[config.mk]
export PLATFORM = sky130hd
export DESIGN_NAME = led_pattern_driver
export DESIGN_NICKNAME = d
export VERILOG_FILES = /design/src/rtl/led_pkg.sv /design/src/rtl/led_tick_gen.sv /design/src/rtl/led_pattern_driver.sv
export SDC_FILE = /design/constraint.sdc
export NUM_CORES = 1
export LEC_CHECK = 0
export BUFFER_PORTS_ARGS = -buffer_cell sky130_fd_sc_hd__buf_2
export CAP_MARGIN = 30
export CORE_MARGIN = 8
export CORE_UTILIZATION = 51
export CTS_BUF_LIST = sky130_fd_sc_hd__clkbuf_8
export DETAILED_ROUTE_END_ITERATION = 7
export GPL_TIMING_DRIVEN = 0
export PLACE_DENSITY = 0.79
export SYNTH_ARGS = -nofsm -noshare
export SYNTH_HDL_FRONTEND = slang
export SYNTH_HIERARCHICAL = 1
export SYNTH_SLANG_ARGS = --single-unit
[constraint.sdc]
create_clock -name clk -period 3.6 [get_ports clk]
set_input_delay 0.18 -clock clk [delete_from_list [all_inputs] [get_ports clk]]
set_output_delay 0.18 -clock clk [all_outputs]
set_load 0.01 [all_outputs]
[src/rtl/led_pkg.sv]
// Shared constants for the LED pattern driver: mode encodings, LED count,
// breathing direction codes and the running-light decoder.
package led_pkg;

  localparam int LED_N = 3;

  localparam logic [2:0] MODE_OFF     = 3'd0;
  localparam logic [2:0] MODE_STATIC  = 3'd1;
  localparam logic [2:0] MODE_BLINK   = 3'd2;
  localparam logic [2:0] MODE_RUN     = 3'd3;
  localparam logic [2:0] MODE_BREATHE = 3'd4;
  localparam logic [2:0] MODE_ALT     = 3'd5;

  localparam logic DIR_UP   = 1'b0;
  localparam logic DIR_DOWN = 1'b1;

  // Ring index 0/1/2 lights LED 0/1/2; index 3 never occurs.
  function automatic logic [LED_N-1:0] ring_onehot(input logic [1:0] idx);
    case (idx)
      2'd0:    return 3'b001;
      2'd1:    return 3'b010;
      default: return 3'b100;
    endcase
  endfunction

endpackage

[src/rtl/led_tick_gen.sv]
// Pattern-tick prescaler: one-cycle strobe every CLK_DIV clocks, restartable
// from zero through clear (which also suppresses the strobe in that cycle).
module led_tick_gen #(
  parameter int CLK_DIV = 16
) (
  input  logic clk,
  input  logic rst,
  input  logic clear,
  output logic tick
);

  localparam int DIV_W = $clog2(CLK_DIV);
  localparam logic [DIV_W-1:0] DIV_LAST = DIV_W'(CLK_DIV - 1);
  localparam logic [DIV_W-1:0] DIV_ONE  = DIV_W'(1);

  logic [DIV_W-1:0] div_cnt;

  assign tick = (div_cnt == DIV_LAST) && !clear;

  // NOTE: state registers use non-blocking assignment so every flop samples
  // the pre-edge value of its neighbours, independent of statement order.
  always_ff @(posedge clk or negedge rst) begin
    if (!rst) begin
      div_cnt <= '0;
    end else if (clear || div_cnt == DIV_LAST) begin
      div_cnt <= '0;
    end else begin
      div_cnt <= div_cnt + DIV_ONE;
    end
  end

endmodule

[src/rtl/led_pattern_driver.sv]
// Drives the three board LEDs from the mode count and debounced keys:
// per-LED enable toggled by key presses, masked onto a mode-selected pattern.
module led_pattern_driver
  import led_pkg::*;
#(
  parameter int CLK_DIV  = 16,
  parameter int PWM_BITS = 4
) (
  input  logic             clk,
  input  logic             rst,
  input  logic [2:0]       count,
  input  logic [LED_N-1:0] key_led,
  output logic [LED_N-1:0] led,
  output logic             tick
);

  localparam logic [PWM_BITS-1:0] PWM_ONE  = PWM_BITS'(1);
  localparam logic [PWM_BITS-1:0] DUTY_MAX = '1;

  logic [LED_N-1:0]    en;
  logic [LED_N-1:0]    key_prev;
  logic [2:0]          count_prev;
  logic [2:0]          step_cnt;
  logic [1:0]          ring_idx;
  logic [PWM_BITS-1:0] pwm_cnt;
  logic [PWM_BITS-1:0] duty;
  logic                dir;

  logic                mode_change;
  logic [LED_N-1:0]    press;
  logic [2:0]          step_eff;
  logic [1:0]          ring_eff;
  logic [PWM_BITS-1:0] duty_eff;
  logic [LED_N-1:0]    pat;

  assign mode_change = (count != count_prev);
  assign press       = key_prev & ~key_led;

  led_tick_gen #(.CLK_DIV(CLK_DIV)) u_tick_gen (
    .clk   (clk),
    .rst   (rst),
    .clear (mode_change),
    .tick  (tick)
  );

  // In the change cycle the pattern already uses the cleared state, so the
  // new mode starts from its first step one clock after count moves.
  assign step_eff = mode_change ? '0 : step_cnt;
  assign ring_eff = mode_change ? '0 : ring_idx;
  assign duty_eff = mode_change ? '0 : duty;

  // NOTE: every variable written here gets a default first, so no path can
  // leave it holding its old value and no latch is inferred.
  always_comb begin
    pat = '0;
    case (count)
      MODE_OFF:     pat = '0;
      MODE_BLINK:   pat = step_eff[2] ? '0 : '1;
      MODE_RUN:     pat = ring_onehot(ring_eff);
      MODE_BREATHE: pat = (pwm_cnt < duty_eff) ? '1 : '0;
      MODE_ALT:     pat = step_eff[2] ? 3'b010 : 3'b101;
      default:      pat = '1;
    endcase
  end

  // NOTE: only control registers exist here, so all of them take the async
  // reset; there is no storage array that would be left unreset.
  always_ff @(posedge clk or negedge rst) begin
    if (!rst) begin
      led        <= '0;
      en         <= '1;
      key_prev   <= '1;
      count_prev <= '0;
      step_cnt   <= '0;
      ring_idx   <= '0;
      pwm_cnt    <= '0;
      duty       <= '0;
      dir        <= DIR_UP;
    end else begin
      led        <= pat & en;
      en         <= en ^ press;
      key_prev   <= key_led;
      count_prev <= count;
      pwm_cnt    <= pwm_cnt + PWM_ONE;

      if (mode_change) begin
        step_cnt <= '0;
        ring_idx <= '0;
        duty     <= '0;
        dir      <= DIR_UP;
      end else if (tick) begin
        step_cnt <= step_cnt + 3'd1;
        // Ring advances on every second tick: leaving an odd step.
        if (step_cnt[0]) begin
          ring_idx <= (ring_idx == 2'd2) ? 2'd0 : ring_idx + 2'd1;
        end
        // The turnaround tick only flips direction; duty holds there.
        if (dir == DIR_UP) begin
          if (duty == DUTY_MAX) dir <= DIR_DOWN;
          else                  duty <= duty + PWM_ONE;
        end else begin
          if (duty == '0) dir <= DIR_UP;
          else            duty <= duty - PWM_ONE;
        end
      end
    end
  end

endmodule

# ---- Word-level counts from Yosys, hierarchy flattened
# Index checks and enable logic that the tools add are counted.
dict set report totals {
  output_inout_bits 4
  regBits 30
}
dict set report classes {
  n_lt_le_gt_ge 1
  bitwise_logic 4
  n_eq_ne 11
  n_reduce_logical 10
  n_addsub 6
  muxes 25
}
# cell count
set op_table {}
lappend op_table {{4-bit 2-to-1 mux} 7}
lappend op_table {{3-bit 2-to-1 mux} 6}
lappend op_table {{3-bit case mux with 5 select lines} 1}
lappend op_table {{4-bit by 1-bit adder with 4-bit output (second input constant)} 3}
lappend op_table {{2-bit 2-to-1 mux} 5}
lappend op_table {{4-bit equality test (second input constant)} 2}
lappend op_table {{3-bit bitwise AND} 2}
lappend op_table {{3-bit by 2-bit equality test with 1-bit output (second input constant)} 2}
lappend op_table {{3-bit equality test (second input constant)} 2}
lappend op_table {{3-bit inequality test (second input constant)} 2}
lappend op_table {{3-bit case mux with 2 select lines} 1}
lappend op_table {{1-bit 2-to-1 mux} 5}
lappend op_table {{4-bit zero test} 1}
lappend op_table {{4-bit < comparator} 1}
lappend op_table {{2-bit nonzero test} 2}
lappend op_table {{4-bit by 1-bit subtractor with 4-bit output (second input constant)} 1}
lappend op_table {{3-bit by 1-bit adder with 3-bit output (second input constant)} 1}
lappend op_table {{3-bit zero test} 1}
lappend op_table {{3-bit inequality test} 1}
lappend op_table {{3-bit inverter} 1}
lappend op_table {{3-bit AND reduction} 1}
lappend op_table {{3-bit XOR} 1}
lappend op_table {{2-bit by 1-bit adder with 2-bit output (second input constant)} 1}
lappend op_table {{2-bit by 1-bit equality test with 1-bit output (second input constant)} 1}
lappend op_table {{6 further kinds} 6}

# ---- Depth between registers and ports, before layout
# Gate-level depths: netlist (run 1).
dict set report depth {
  ltp_word 6
  ltp_mapped 11
  depth_no_buf 8
}

# ---- By module
# Netlist (run 1), hierarchy kept.
# mod seq_area_each_um2 instances cells_each area_per_inst_um2
set modules_own_cells {}
lappend modules_own_cells {led_pattern_driver 658.1 1 123 1328.8}
lappend modules_own_cells {led_tick_gen 100.1 1 15 175.2}

# ---- Worst setup path before layout (run 1)
# Ideal clock, no wire load.
dict set report synth_path {
  kind {reg2reg}
  start {reg count_prev[2]}
  end {reg duty[3]}
  synth_period_minus_slack_ns 2.406
  arrival_ns 2.329
  t_required_ns 3.523
  path_slack_ns 1.194
  stages_incl_launch_ff 10
  cell_sequence {dfrtp_1 xor2_2 nor3_4 inv_2 buf_2 nor2_1 clkbuf_1 o211ai_1 or3_1 a21oi_1}
}
dict set report synth_via {
  elab_chain_len 5
}
# item line
set synth_lines {}
lappend synth_lines {{start, declared} led_pattern_driver.sv:22} ;# logic [2:0] count_prev;
lappend synth_lines {{start signal, assigned} led_pattern_driver.sv:83} ;# count_prev <= count;
lappend synth_lines {{3-bit inequality test} led_pattern_driver.sv:36} ;# assign mode_change = (count != count_prev);
lappend synth_lines {{net mode_change} led_pattern_driver.sv:29} ;# logic mode_change;
lappend synth_lines {{1-bit zero test} led_tick_gen.sv:18} ;# assign tick = (div_cnt == DIV_LAST) && !clear;
lappend synth_lines {{1-bit logical AND} led_tick_gen.sv:18}
lappend synth_lines {{net tick} led_pattern_driver.sv:14} ;# output logic tick
lappend synth_lines {{2-bit nonzero test (no source line)} n/a}
lappend synth_lines {{3-bit AND reduction (no source line)} n/a}
lappend synth_lines {{end signal, assigned} led_pattern_driver.sv:100} ;# else duty <= duty + PWM_ONE;
lappend synth_lines {{end signal, assigned} led_pattern_driver.sv:103} ;# else duty <= duty - PWM_ONE;
lappend synth_lines {{end, declared} led_pattern_driver.sv:26} ;# logic [PWM_BITS-1:0] duty;
# The timed path passes the listed nets, and every way through them passes these cells.
# A chain may end at the register's enable or synchronous reset.

# ---- Worst setup path after layout (run 1)
dict set report layout_path {
  start {reg count_prev[2]}
  end {reg duty[3]}
}
dict set report layout_via {
  elab_chain_len 5
}
# item line
set layout_lines {}
lappend layout_lines {{3-bit inequality test (*)} led_pattern_driver.sv:36}
lappend layout_lines {{net mode_change} led_pattern_driver.sv:29}
lappend layout_lines {{1-bit zero test} led_tick_gen.sv:18}
lappend layout_lines {{1-bit logical AND} led_tick_gen.sv:18}
lappend layout_lines {{2-bit nonzero test (no source line)} n/a}
lappend layout_lines {{3-bit AND reduction (no source line)} n/a}
# Mark *: on every way through the listed nets, which the timed path passes. The rest lies on a longest branch.

==> results of run 1 <==
## final timing paths
check | cells past startpoint | slack, ns | startpoint | endpoint
worst max register to register | 9 | 0.93 | count_prev[2] | duty[3]
worst max-delay path | 9 | 0.93 | count_prev[2] | duty[3]
max in group asynchronous | 2 | 2.73 | rst | led[2]
min in group asynchronous | 2 | 0.45 | rst | pwm_cnt[0]
worst min-delay path | 1 | 0.04 | count[2] | count_prev[2]
worst min register to register | 1 | 0.47 | pwm_cnt[0] | pwm_cnt[0]
## cell families (layout without fill, tap and decap cells)
| kind of cell | count (synthesis) | after routing | share of synthesized area, % |
|---|---|---|---|
| AOI/OAI and AO/OA | 25 | 25 | 11.5 |
| xor gates and xnor gates | 13 | 13 | 8.07 |
| muxes | 2 | 2 | 1.33 |
| adders and majority gates | 9 | 9 | 7.99 |
| and+or+nand+nor | 49 | 49 | 17.6 |
| buffers and inverters | 10 | 33 | 3.08 |
| DFF | 30 | 30 | 50.4 |
## sequential cells by signal, summed over array words and instances, names as in the netlist
signal / cells
u_tick_gen/div_cnt: 4
key_prev: 3
ring_idx: 2
step_cnt: 3
duty: 4
pwm_cnt: 4
count_prev: 3
dir: 1
en: 3
led: 3
## worst max-delay path, stage by stage, from the launching register on
cell      delay, ns
dfrtp_1        0.39
xor2_2         0.20
nor3_4         0.31
inv_2          0.11
buf_2          0.22
nor2_1         0.17
clkbuf_1       0.37
o211ai_1       0.28
or3_1          0.40
a21oi_1        0.15
## metrics by stage
stage	area, um2	power, mW	std cells
finish	1750	0.822	192
global route	1750	0.860	192
CTS	1740	0.829	191
detailed placement	1600	0.492	180
global placement	1600	0.489	180
floorplan	1500	0.458	138
## power by group through the flow
stage / logic [mW] / registers [mW] / clock network, mW
final: 0.0862 / 0.402 / 0.334
after global routing: 0.0969 / 0.408 / 0.355
after CTS: 0.0877 / 0.402 / 0.339
after detailed placement: 0.0844 / 0.408 / 0
after global placement: 0.0818 / 0.407 / 0
after floorplan: 0.0466 / 0.411 / 0
## cells in the final DEF, fill, tap and decap left out, drive strengths merged, types with 3 or more instances in the layout
cell type    Yosys  final
a21oi            8      8
a31oi            3      3
buf              2     13
clkbuf           1      6
dfrtp           24     24
dfstp            6      6
dlygate4sd3      0      4
ha               8      8
inv              7      7
nand2            8      8
nand2b           5      5
nand3            6      6
nor2            12     12
nor3             7      7
xnor2            8      8
xor2             5      5
## layout make-up
class	instances	share of cell area, %
inverters	7	1.50
flip-flops and latches	30	43.4
clock inverters	3	2.29
repair buffers	15	5.44
well taps	31	2.22
plain buffers	3	1.15
multi-input cells	98	40.0
clock buffers	5	3.94
## metal layers
layer / global-route usage [%] / wire length [um] / share of wire (%)
met5: 0 / 0 / 0
met3: 5.65 / 127 / 4.6
met2: 19.4 / 1350 / 49
met1: 14.6 / 1240 / 45
met4: 3.57 / 34 / 1.2
==> summary.txt, run 1 <==
Run status
  • Run status: completed

CTS
  • CTS tree: yes
  • CTS root buf: clkbuf_8
  • Reg clk slew, reported paths: 0.07 ns
  • Clock sink total: 30
  • CTS Buf Count: 5
  • CTS Hold Bufs: 3
  • Setup bufs post-CTS: 0
  • Post-cts resize count: 0
  • H-Tree Depth: 2
  • CTS max path bufs: 2
  • Clk_lat worst skew: 0.29 ns

Layout
  • Number of fill cells: 217
  • Register area: 758 um2
  • Final design utilization: 62.8%
  • Multi-input gate area: 699 um2
  • Share of layout cells above drive strength 1: 21.7%
  • Antenna cells: 0
  • Layout area overhead: 16.1%
  • Nets@finish: 177

STA
  • Post-route clock skew: 0.00941 ns
  • PnR worst setup slack: 0.928 ns
  • Worst Tran Pin Value: 0.640 ns
  • Final hold slack: 0.0404 ns
  • Setup tns final: 0 ns
  • # setup viols final: 0
  • Max-slew headroom: 57.3%
  • Min Tclk post-route: 2.67 ns
  • Slew Limit Fails: 0
  • Period utilization: 74.2%
  • Hold Fails Final Rpt: 0
  • Peak Freq: 374 MHz
  • RSZ-0062 raised after global routing: false

Routing
  • Vias: 1078
  • DRT Wirelength: 2.75 mm
  • Residual DRC: 0
  • Remaining antenna violation count after routing: 0
  • Drt wl/cell: 14.3 um
  • DRT iter0 DRCs: 77
  • Via/cell ratio: 5.61
  • First-pass DRT Iterations: 4

Synth
  • Asr flop ratio synth: 100%
  • Most numerous cell in the Yosys netlist: dfrtp_1
  • Cell variety after synth: 42
  • Synth warn: 6
  • Mapped Area: 0.00150 mm2
  • Mapped Cells: 138
  • Area leader, netlist: dfrtp_1
  • Area share of the largest cell type after synthesis: 39.9%
  • Dominant synthesized flop cell: dfrtp_1
  • Post-Synthesis Net Count: 155
  • Mapped Avg Cell Area: 10.9 um2
  • Post-synth EDFFs: 0
  • Commonest cells in the netlist: dfrtp_1 (24), nor2_1 (12)
  • Register area share after synthesis: 50.4%
  • #FFs+latches synth: 30
  • Area contributors post-synth: dfrtp_1 (40%), dfstp_2 (10%), ha_1 (6.7%)

Floorplanning
  • Die X: 70.3 um
  • Die height: 70.3 um
  • Core ar.: 0.00278 mm2
  • IO Pins: 12
  • Rows: 19
  • Die area: 0.00494 mm2
  • Starting Density: 54.1%

Global routing
  • Number of global-route vias before repair: 1139
  • GR Overflow Total: 0
  • First-pass GRT wire length: 4.98 mm
  • GRT Total Usage: 12.3%
  • Pin count of the biggest net entering global routing: 31
  • Initial antenna violation count: 0

Worst setup path
  • CP Class: flop to flop
  • Crit path max fanout: 13
  • Worst EP required: 3.81 ns
  • CP endpoint kind: flop
  • CP Launch Type: flop
  • WP data arrival: 2.88 ns

Power and ir drop
  • Max VDD drop: 0.532 mV
  • Clock Power Share: 40.6%
  • Static Leak: 0.781 nW
  • Psw: 193 uW
  • Pwr dens: 471 mW/mm2
  • Comb power frac: 10.5%
  • Switching Fraction: 23.4%
  • Flop pwr share: 48.9%
  • P_int: 630 uW

Run
  • Max Cap Viol: 0

Placed design
  • DP Worst Slack: 0.944 ns
  • I/O Buffers: 11
  • RD Place Congestion: 0.743
  • Dpl hpwl: 1.96 mm

Min path
  • Min-delay worst type: primary input to flop
Power figures use the tool's default switching activity.
==> inputs of run 2 (changes only) <==
==> constraint.sdc (replaced) <==
create_clock -name clk -period 2.7 [get_ports clk]
set_input_delay 0.135 -clock clk [delete_from_list [all_inputs] [get_ports clk]]
set_output_delay 0.135 -clock clk [all_outputs]
set_load 0.01 [all_outputs]
==> run 2 against run 1 <==
Compared with the run above: clock-buffer cell count unchanged; non-clock buffer count increased by 1; clock skew about the same; power increased by 33%; combinational power increased by 35%; global-route usage increased by 0.18 points; highest routed layer unchanged.
==> summary.txt, run 2 (same netlist as run 1, synthesis figures left out) <==
Run status
  • Run status: completed (unchanged)

Placed design
  • Dpl hpwl: 1.96 mm (unchanged)
  • I/O Buffers: 11 (unchanged)
  • RD Place Congestion: 0.743 (unchanged)
  • Placed cells: 180 (unchanged)

Power and ir drop
  • Switching Fraction: 23.4% (about the same)
  • Psw: 257 uW (was 193 uW)
  • Total power draw: 1.10 mW (was 822 uW)
  • Pwr dens: 624 mW/mm2 (was 471 mW/mm2)
  • Max VDD drop: 0.709 mV (was 0.532 mV)
  • Static Leak: 0.788 nW (was 0.781 nW)
  • Clock Power Share: 40.5% (was 40.6%)
  • P_int: 841 uW (was 630 uW)
  • Flop pwr share: 48.9% (about the same)
  • Comb power frac: 10.6% (was 10.5%)

Worst setup path
  • CP startpoint: count_prev[1] (was count_prev[2])
  • WP data arrival: 2.67 ns (was 2.88 ns)
  • Crit path max fanout: 13 (unchanged)
  • Cell chain of the critical path: xor2_1, nor3_4, inv_2, buf_2, nor2_1, clkbuf_2, o211ai_1, or3_1, a21oi_1 (was xor2_2, nor3_4, inv_2, buf_2, nor2_1, clkbuf_1, o211ai_1, or3_1, a21oi_1)
  • Worst EP required: 2.91 ns (was 3.81 ns)
  • Origin of the critical flop-to-flop path: count_prev[1] (was count_prev[2])
  • CP endpoint kind: flop (unchanged)
  • Slowest cell delay on critical path: 0.39 ns (was 0.40 ns)
  • Critical Path Slowest Stage Cell: or3_1 (unchanged)
  • CP Launch Type: flop (unchanged)
  • CP Class: flop to flop (unchanged)
  • R2r setup slk: 0.24 ns (was 0.93 ns)

CTS
  • CTS max path bufs: 2 (unchanged)
  • Clk_lat worst skew: 0.29 ns (about the same)
  • Clock sink total: 30 (unchanged)
  • CTS root buf: clkbuf_8 (unchanged)
  • CTS Buf Count: 5 (unchanged)
  • Reg clk slew, reported paths: 0.07 ns (about the same)
  • CTS tree: yes (unchanged)
  • H-Tree Depth: 2 (unchanged)

Routing
  • Residual DRC: 0 (unchanged)
  • DRT iter0 DRCs: 63 (was 77)
  • Drt wl/cell: 14.3 um (about the same)
  • Vias: 1081 (was 1078)
  • Remaining antenna violation count after routing: 0 (unchanged)
  • DRT Wirelength: 2.77 mm (was 2.75 mm)
  • Via/cell ratio: 5.60 (was 5.61)
  • First-pass DRT Iterations: 4 (unchanged)

STA
  • Post-route clock skew: 0.00929 ns (was 0.00941 ns)
  • Slew Limit Fails: 0 (unchanged)
  • Period utilization: 91.2% (was 74.2%)
  • Hold Fails Final Rpt: 0 (unchanged)
  • Worst Tran Pin Value: 0.643 ns (was 0.640 ns)
  • Peak Freq: 406 MHz (was 374 MHz)
  • RSZ-0062 raised after global routing: false (unchanged)
  • Min Tclk post-route: 2.46 ns (was 2.67 ns)
  • # setup viols final: 0 (unchanged)
  • Setup tns final: 0 ns (unchanged)
  • Max-slew headroom: 57.1% (was 57.3%)

Global routing
  • Routing usage on met2: 19.8% (was 19.4%)
  • Met3 Use GR: 5.65% (unchanged)
  • Met1 Track Usage GR: 14.8% (was 14.6%)
  • Number of global-route vias before repair: 1155 (was 1139)
  • GR Overflow Total: 0 (unchanged)
  • GRT busiest layer: met2 (unchanged)
  • First-pass GRT wire length: 5.06 mm (was 4.98 mm)
  • Pin count of the biggest net entering global routing: 31 (unchanged)
  • Initial antenna violation count: 0 (unchanged)
  • GRT Total Usage: 12.5% (was 12.3%)

Floorplanning
  • Die height: 70.3 um (unchanged)
  • Core ar.: 0.00278 mm2 (unchanged)
  • IO Pins: 12 (unchanged)
  • Die area: 0.00494 mm2 (unchanged)
  • Die X: 70.3 um (unchanged)
  • Starting Density: 54.1% (unchanged)
  • Rows: 19 (unchanged)

Layout
  • Antenna cells: 0 (unchanged)
  • Non-filler instance count after layout: 193 (was 192)
  • Most frequent cells in the layout: dfrtp_1 (24), buf_2 (12), nor2_1 (12) (unchanged)
  • Top Registers: duty x4, pwm_cnt x4, u_tick_gen/div_cnt x4 (unchanged)
  • Share of layout cells above drive strength 1: 22.2% (was 21.7%)
  • Commonest non-fill, non-tap cell in the layout: dfrtp_1 (unchanged)
  • Layout area overhead: 16.9% (was 16.1%)
  • Nets@finish: 178 (was 177)

Min path
  • Hold Startpoint: count[1] (was count[2])
  • Min-delay worst type: primary input to flop (unchanged)

Run
  • Max Cap Viol: 0 (unchanged)
-- run 2: final timing paths --
| path | cells past startpoint | end |
|---|---|---|
| worst min register to register | 1 | pwm_cnt[0] |
| worst max-delay path | 9 | duty[3] |
| worst min-delay path | 1 | count_prev[1] |
| max in group asynchronous | 2 | led[2] |
| min in group asynchronous | 2 | pwm_cnt[0] |
| worst max register to register | 9 | duty[3] |
-- run 2: critical path, delay by kind of cell, from the launching register on --
kind | cells | cell delay (ns)
buffers and inverters | 3 | 0.58
flip-flops | 1 | 0.38
AND/OR/NAND/NOR | 3 | 0.87
AO/OA/AOI/OAI | 2 | 0.37
XOR/XNOR | 1 | 0.20
-- run 2: power by group through the flow --
stage / Combinational, mW / Clock (mW) / Sequential [mW]
detailed placement: 0.112 / 0 / 0.544
global route: 0.131 / 0.473 / 0.544
CTS: 0.119 / 0.452 / 0.536
finish: 0.116 / 0.445 / 0.536
global placement: 0.109 / 0 / 0.543
floorplan: 0.0621 / 0 / 0.548
-- run 2: cell type report --
cell class	instances	area [um2]
inverter	7	26.3
multi-input combinational	98	699
buffer	3	21.3
clock inverter	3	40.0
timing repair buffer	16	105
tap	31	38.8
clock buffer	5	68.8
fill	218	1020
sequential	30	758
-- run 2: per-layer routing --
metal	up-vias	share of wire (%)
met5	-	0
met4	0	1.2
met3	5	4.4
met2	20	49
met1	527	45
li1	529	-
-- run 2: what timing repair did --
| item | in CTS | in global routing |
|---|---|---|
| endpoints found under the hold margin | 28 | 0 |
| setup buffers | 0 | 0 |
| gates resized for setup | 0 | 2 |
| hold buffers | 5 | 0 |
| endpoints found under the setup margin | 0 | 2 |
-- run 2: metrics by stage --
step	util (%)	hold WS (ns)	worst slack, ns	cell area [um2]
after floorplan	-	-0.161	0.294	1500
after global placement	57.4	0.188	0.166	1600
after detailed placement	57.4	0.195	0.0644	1600
after CTS	63.2	0.0402	0.0455	1760
after global routing	63.2	0.0381	0.00628	1760
final	63.2	0.0430	0.239	1760
